### src/rtl/arbitro_controle.sv
// -----------------------------------------------------------------------------
// arbitro_controle
//
// Two-requester round-robin arbiter that launches one job at a time on a shared
// datapath controller and returns the result to whichever requester won.
//
// Job flow: IDLE -> LAUNCH -> WAIT -> DONE -> IDLE.
// Every output is decoded from registers (Moore).
//
// Handshake semantics (one rule for every interface of this block):
//   * reqN is a level request. The requester holds it until it sees gntN.
//   * xN is sampled only on the edge where requester N wins arbitration.
//   * dp_start is a one-cycle pulse. It is issued only when the datapath
//     reported dp_ready while the block was in IDLE.
//   * dp_valid/dp_result are sampled only in WAIT. dp_valid is ignored in
//     every other state.
//   * doneN is a one-cycle pulse. err is qualified by the same pulse.
//
// Ports
//   clock, reset          : single clock; asynchronous active-high reset
//   req0/req1, x0/x1      : requests and their operands
//   gnt0/gnt1             : one-cycle grant pulses
//   done0/done1, res, err : completion pulse, last result, timeout flag
//   busy                  : high whenever the FSM is not in IDLE
//   dp_ready, dp_start,
//   dp_x, dp_valid,
//   dp_result             : datapath controller interface
//   dbg_state             : FSM state (0=IDLE 1=LAUNCH 2=WAIT 3=DONE)
// -----------------------------------------------------------------------------
module arbitro_controle #(
    parameter int W       = 8,
    parameter int RW      = 16,
    parameter int TIMEOUT = 15
) (
    input  logic          clock,
    input  logic          reset,
    input  logic          req0,
    input  logic          req1,
    input  logic [W-1:0]  x0,
    input  logic [W-1:0]  x1,
    output logic          gnt0,
    output logic          gnt1,
    output logic          done0,
    output logic          done1,
    output logic [RW-1:0] res,
    output logic          err,
    output logic          busy,
    input  logic          dp_ready,
    output logic          dp_start,
    output logic [W-1:0]  dp_x,
    input  logic          dp_valid,
    input  logic [RW-1:0] dp_result,
    output logic [1:0]    dbg_state
);

    typedef enum logic [1:0] {
        ST_IDLE   = 2'd0,
        ST_LAUNCH = 2'd1,
        ST_WAIT   = 2'd2,
        ST_DONE   = 2'd3
    } state_t;

    localparam logic [7:0] TIMER_MAX = 8'(TIMEOUT);

    state_t        state_q,  state_d;
    logic          ptr_q,    ptr_d;
    logic          owner_q,  owner_d;
    logic [7:0]    timer_q,  timer_d;
    logic [W-1:0]  dp_x_q,   dp_x_d;
    logic [RW-1:0] res_q,    res_d;
    logic          err_q,    err_d;

    logic          any_req;
    logic          winner;

    // A lone request always wins. On a tie, the pointer picks the winner.
    assign any_req = req0 | req1;
    assign winner  = (req0 & req1) ? ptr_q : req1;

    // -------------------------------------------------------------------------
    // State register
    // -------------------------------------------------------------------------
    always_ff @(posedge clock or posedge reset) begin
        if (reset) begin
            state_q <= ST_IDLE;
            ptr_q   <= 1'b0;
            owner_q <= 1'b0;
            timer_q <= 8'd0;
            dp_x_q  <= '0;
            res_q   <= '0;
            err_q   <= 1'b0;
        end else begin
            state_q <= state_d;
            ptr_q   <= ptr_d;
            owner_q <= owner_d;
            timer_q <= timer_d;
            dp_x_q  <= dp_x_d;
            res_q   <= res_d;
            err_q   <= err_d;
        end
    end

    // -------------------------------------------------------------------------
    // Next-state logic
    // -------------------------------------------------------------------------
    always_comb begin
        state_d = state_q;
        ptr_d   = ptr_q;
        owner_d = owner_q;
        timer_d = timer_q;
        dp_x_d  = dp_x_q;
        res_d   = res_q;
        // err lives only for the DONE cycle, so it drops by default.
        err_d   = 1'b0;

        unique case (state_q)
            ST_IDLE: begin
                if (dp_ready && any_req) begin
                    state_d = ST_LAUNCH;
                    owner_d = winner;
                    dp_x_d  = winner ? x1 : x0;
                    timer_d = 8'd0;
                end
            end

            ST_LAUNCH: begin
                state_d = ST_WAIT;
            end

            ST_WAIT: begin
                // A valid result wins over a timeout that expires in the same cycle.
                if (dp_valid) begin
                    state_d = ST_DONE;
                    res_d   = dp_result;
                    err_d   = 1'b0;
                end else if (timer_q == TIMER_MAX) begin
                    state_d = ST_DONE;
                    err_d   = 1'b1;
                end else begin
                    timer_d = timer_q + 8'd1;
                end
            end

            ST_DONE: begin
                state_d = ST_IDLE;
                // The requester just served drops to lowest priority. This also
                // applies after a timed-out job.
                ptr_d   = ~owner_q;
            end

            default: begin
                state_d = ST_IDLE;
            end
        endcase
    end

    // -------------------------------------------------------------------------
    // Output decode (registers only)
    // -------------------------------------------------------------------------
    always_comb begin
        gnt0      = (state_q == ST_LAUNCH) && !owner_q;
        gnt1      = (state_q == ST_LAUNCH) &&  owner_q;
        dp_start  = (state_q == ST_LAUNCH);
        done0     = (state_q == ST_DONE)   && !owner_q;
        done1     = (state_q == ST_DONE)   &&  owner_q;
        busy      = (state_q != ST_IDLE);
        res       = res_q;
        err       = err_q;
        dp_x      = dp_x_q;
        dbg_state = state_q;
    end

endmodule
### config.mk
export PLATFORM = sky130hd
export DESIGN_NAME = arbitro_controle
export DESIGN_NICKNAME = d
export VERILOG_FILES = /design/src/rtl/arbitro_controle.sv
export SDC_FILE = /design/constraint.sdc
export NUM_CORES = 1
export LEC_CHECK = 0
export ABC_AREA = 1
export CORE_UTILIZATION = 40
export DETAILED_ROUTE_END_ITERATION = 7
export PLACE_DENSITY = 0.74
export SYNTH_ARGS = -nofsm -noshare
export SYNTH_HDL_FRONTEND = slang
export SYNTH_SLANG_ARGS = --single-unit
### constraint.sdc
create_clock -name clock -period 4.5 [get_ports clock]
set_input_delay 0.9 -clock clock [delete_from_list [all_inputs] [get_ports clock]]
set_output_delay 0.9 -clock clock [all_outputs]
set_load 0.1 [all_outputs]
==> out/summary.txt <==
Worst reg-to-reg setup slack: 2.46 ns
Clk slew on worst S/H paths: 0.07 ns
Synth Area per Inst: 7.92 µm²
Layout Cell Area excl Fill: 2660 µm²
Flops & latches, synth: 37
Hold worst-path end: res[13]
Reg2reg start: dbg_state[0]
HP Class: flip-flop to flip-flop
Sequential-to-total area share from yosys stat: 51.0%
Slew headroom: 32.7%
F_max: 303 MHz
Post-Syn Nets: 272
Initial DRC Count: 126
Clock sinks: 37
Initial Utilization: 41.7%
Via count: 1,670
CTS resizes: 0
Clk_skew: 0.00290 ns
First-pass GRT wire length: 7360 µm
Max Cap Violations: 0
Bufs on Longest Clock Path: 2
All-Layer GR Usage: 19.5%
Yosys cell types: 22
Num rows: 24
Worst-Margin Slew: 1.01 ns
Worst endpoint required time: 3.60 ns
Capture point of the worst reg-to-reg path: timer_q[2]
Max FO, Critical Path: 10
GR Overflow Total: 0
# hold bufs at CTS: 0
Final setup viols: 0
Arr. time, crit path: 2.40 ns
Wire per inst: 11.8 µm
DP Wirelength: 3120 µm
Final WL: 4200 µm
Placed inst area: 2560 µm²
Final core occ: 61.2%
Final hold violations: 0
WHS Path Cells: 2
Worst-Skew Late Latency: 0.29 ns
Setup TNS: 0 ns
R2R depth: 8
Die Wd: 69.3 µm
Initial antenna violation count: 0
GP Congestion: 0.813
Critical Path Start Type: flip-flop
CP endpoint kind: output port
Die Y: 69.3 µm
Initial DRT Pass Iterations: 6
Final worst-path cycle share: 73.3%
Largest net degree at the start of global routing: 38
Fin crit period: 3.30 ns
Vias in the first global route: 1,596
Most Used Layer, Global Route: met2
Share of layout cells above drive strength 1: 7.57%
Ant diodes: 0
Antenna Nets Post-Route: 0
Final Max Slew Viols: 0
# IOs: 71
Die area: 4810 µm²
Port-buffer cells: 70
Met3 Use GR: 5.38%
Synth warn: 0
CTS root buf: clkbuf_8
Met1 Usage GRT: 25.2%
Layout net count: 346
Core area: 4350 µm²
Met2 Use GR: 30.9%
Worst setup path start: dbg_state[0]
RSZ-0062 raised after global routing: false
Min-delay src: res[13]
Gate Count Post-Synth: 229
Kind of critical path: flip-flop to output port
Setup Buffers After CTS: 0
DRC Markers: 0
Area grow syn2layout: 46.8%
H-Tree Depth: 2
Number of CTS-inserted buffers: 5
TritonCTS clock tree: yes
Detailed-route vias per instance: 4.69
Post-Syn Area: 1810 µm²
Status: finished, final reports clean
## worst max path at each step
stage	cells past startpoint	endpoint	slack, ns
after floorplan	3	gnt0	0.33
after global placement	4	busy	1.56
after detailed placement	4	busy	1.52
after CTS	4	busy	1.18
after global routing	4	busy	1.08
final	4	busy	1.20
## cells in the final DEF, fill, tap and decap left out
| cell type | netlist | routed |
|---|---|---|
| o21ai_1 | 9 | 9 |
| nand4_2 | 1 | 1 |
| clkbuf_8 | 0 | 7 |
| a21oi_1 | 4 | 4 |
| clkinv_2 | 0 | 1 |
| nor2_2 | 1 | 1 |
| clkdlybuf4s50_1 | 0 | 70 |
| ha_1 | 5 | 5 |
| nand3_1 | 5 | 5 |
| inv_1 | 17 | 17 |
| o21ai_2 | 6 | 6 |
| buf_4 | 1 | 2 |
| dfrtp_1 | 37 | 37 |
| nor2_1 | 27 | 27 |
| nor3_1 | 1 | 1 |
| inv_2 | 1 | 1 |
| o21bai_1 | 1 | 1 |
| nor2_4 | 1 | 1 |
| o21ai_0 | 18 | 18 |
| nand2_1 | 86 | 86 |
| o21a_1 | 1 | 1 |
| nand2_2 | 3 | 3 |
## area by class of cell
cell class	count	area, µm²
flip-flops and latches	37	926
fillers	400	1690
well taps	52	65.1
clock buffers	7	96.3
clock inverters	1	5.00
repair buffers	72	716
inverters	18	67.6
multi-input cells	169	788
## critical path: stages, from the launching register on
cell,delay [ns]
dfrtp_1,0.40
inv_1,0.10
ha_1,0.27
inv_2,0.18
clkdlybuf4s50_1,1.16
## Yosys cell counts
| library cell | instances | area [µm²] |
|---|---|---|
| a21oi_1 | 4 | 20.0 |
| buf_2 | 2 | 10.0 |
| buf_4 | 1 | 7.51 |
| buf_6 | 1 | 11.3 |
| clkbuf_1 | 1 | 3.75 |
| dfrtp_1 | 37 | 926 |
| ha_1 | 5 | 62.6 |
| inv_1 | 17 | 63.8 |
| inv_2 | 1 | 3.75 |
| nand2_1 | 86 | 323 |
| nand2_2 | 3 | 18.8 |
| nand3_1 | 5 | 25.0 |
| nand4_2 | 1 | 12.5 |
| nor2_1 | 27 | 101 |
| nor2_2 | 1 | 6.26 |
| nor2_4 | 1 | 11.3 |
| nor3_1 | 1 | 5.00 |
| o21a_1 | 1 | 7.51 |
| o21ai_0 | 18 | 90.1 |
| o21ai_1 | 9 | 45.0 |
| o21ai_2 | 6 | 52.6 |
| o21bai_1 | 1 | 7.51 |
## through the flow
step / setup slack, ns / hold WS [ns] / instances
2_1_floorplan: 0.328 / 0.471 / 229
3_3_place_gp: 1.56 / 0.461 / 348
3_5_place_dp: 1.52 / 0.467 / 348
4_1_cts: 1.18 / 0.485 / 356
5_1_grt: 1.08 / 0.496 / 356
6_report: 1.20 / 0.479 / 356
## logic make-up (layout without fill, tap and decap cells)
family | count (synthesis) | after routing | share of synthesized area [%]
AO/OA/AOI/OAI | 39 | 39 | 12.3
AND/OR/NAND/NOR | 125 | 125 | 27.7
buffers and inverters | 23 | 98 | 5.52
adder cells (fa/ha/maj) | 5 | 5 | 3.45
flip-flops | 37 | 37 | 51.0
## routing by layer
metal,vias up,share of wire (%)
li1,871,-
met1,752,45
met2,42,47
met3,5,6.2
met4,0,1.8
met5,-,0
## flip-flops by register name, indices dropped and copies added, names as in the netlist
signal     cells
res           16
dp_x           8
timer_q        8
dbg_state      2
err            1
owner_q        1
ptr_q          1
Power is left out: the tool's default activity adds up to more than one toggle a clock period on the data nets, which glitch-free logic cannot reach.
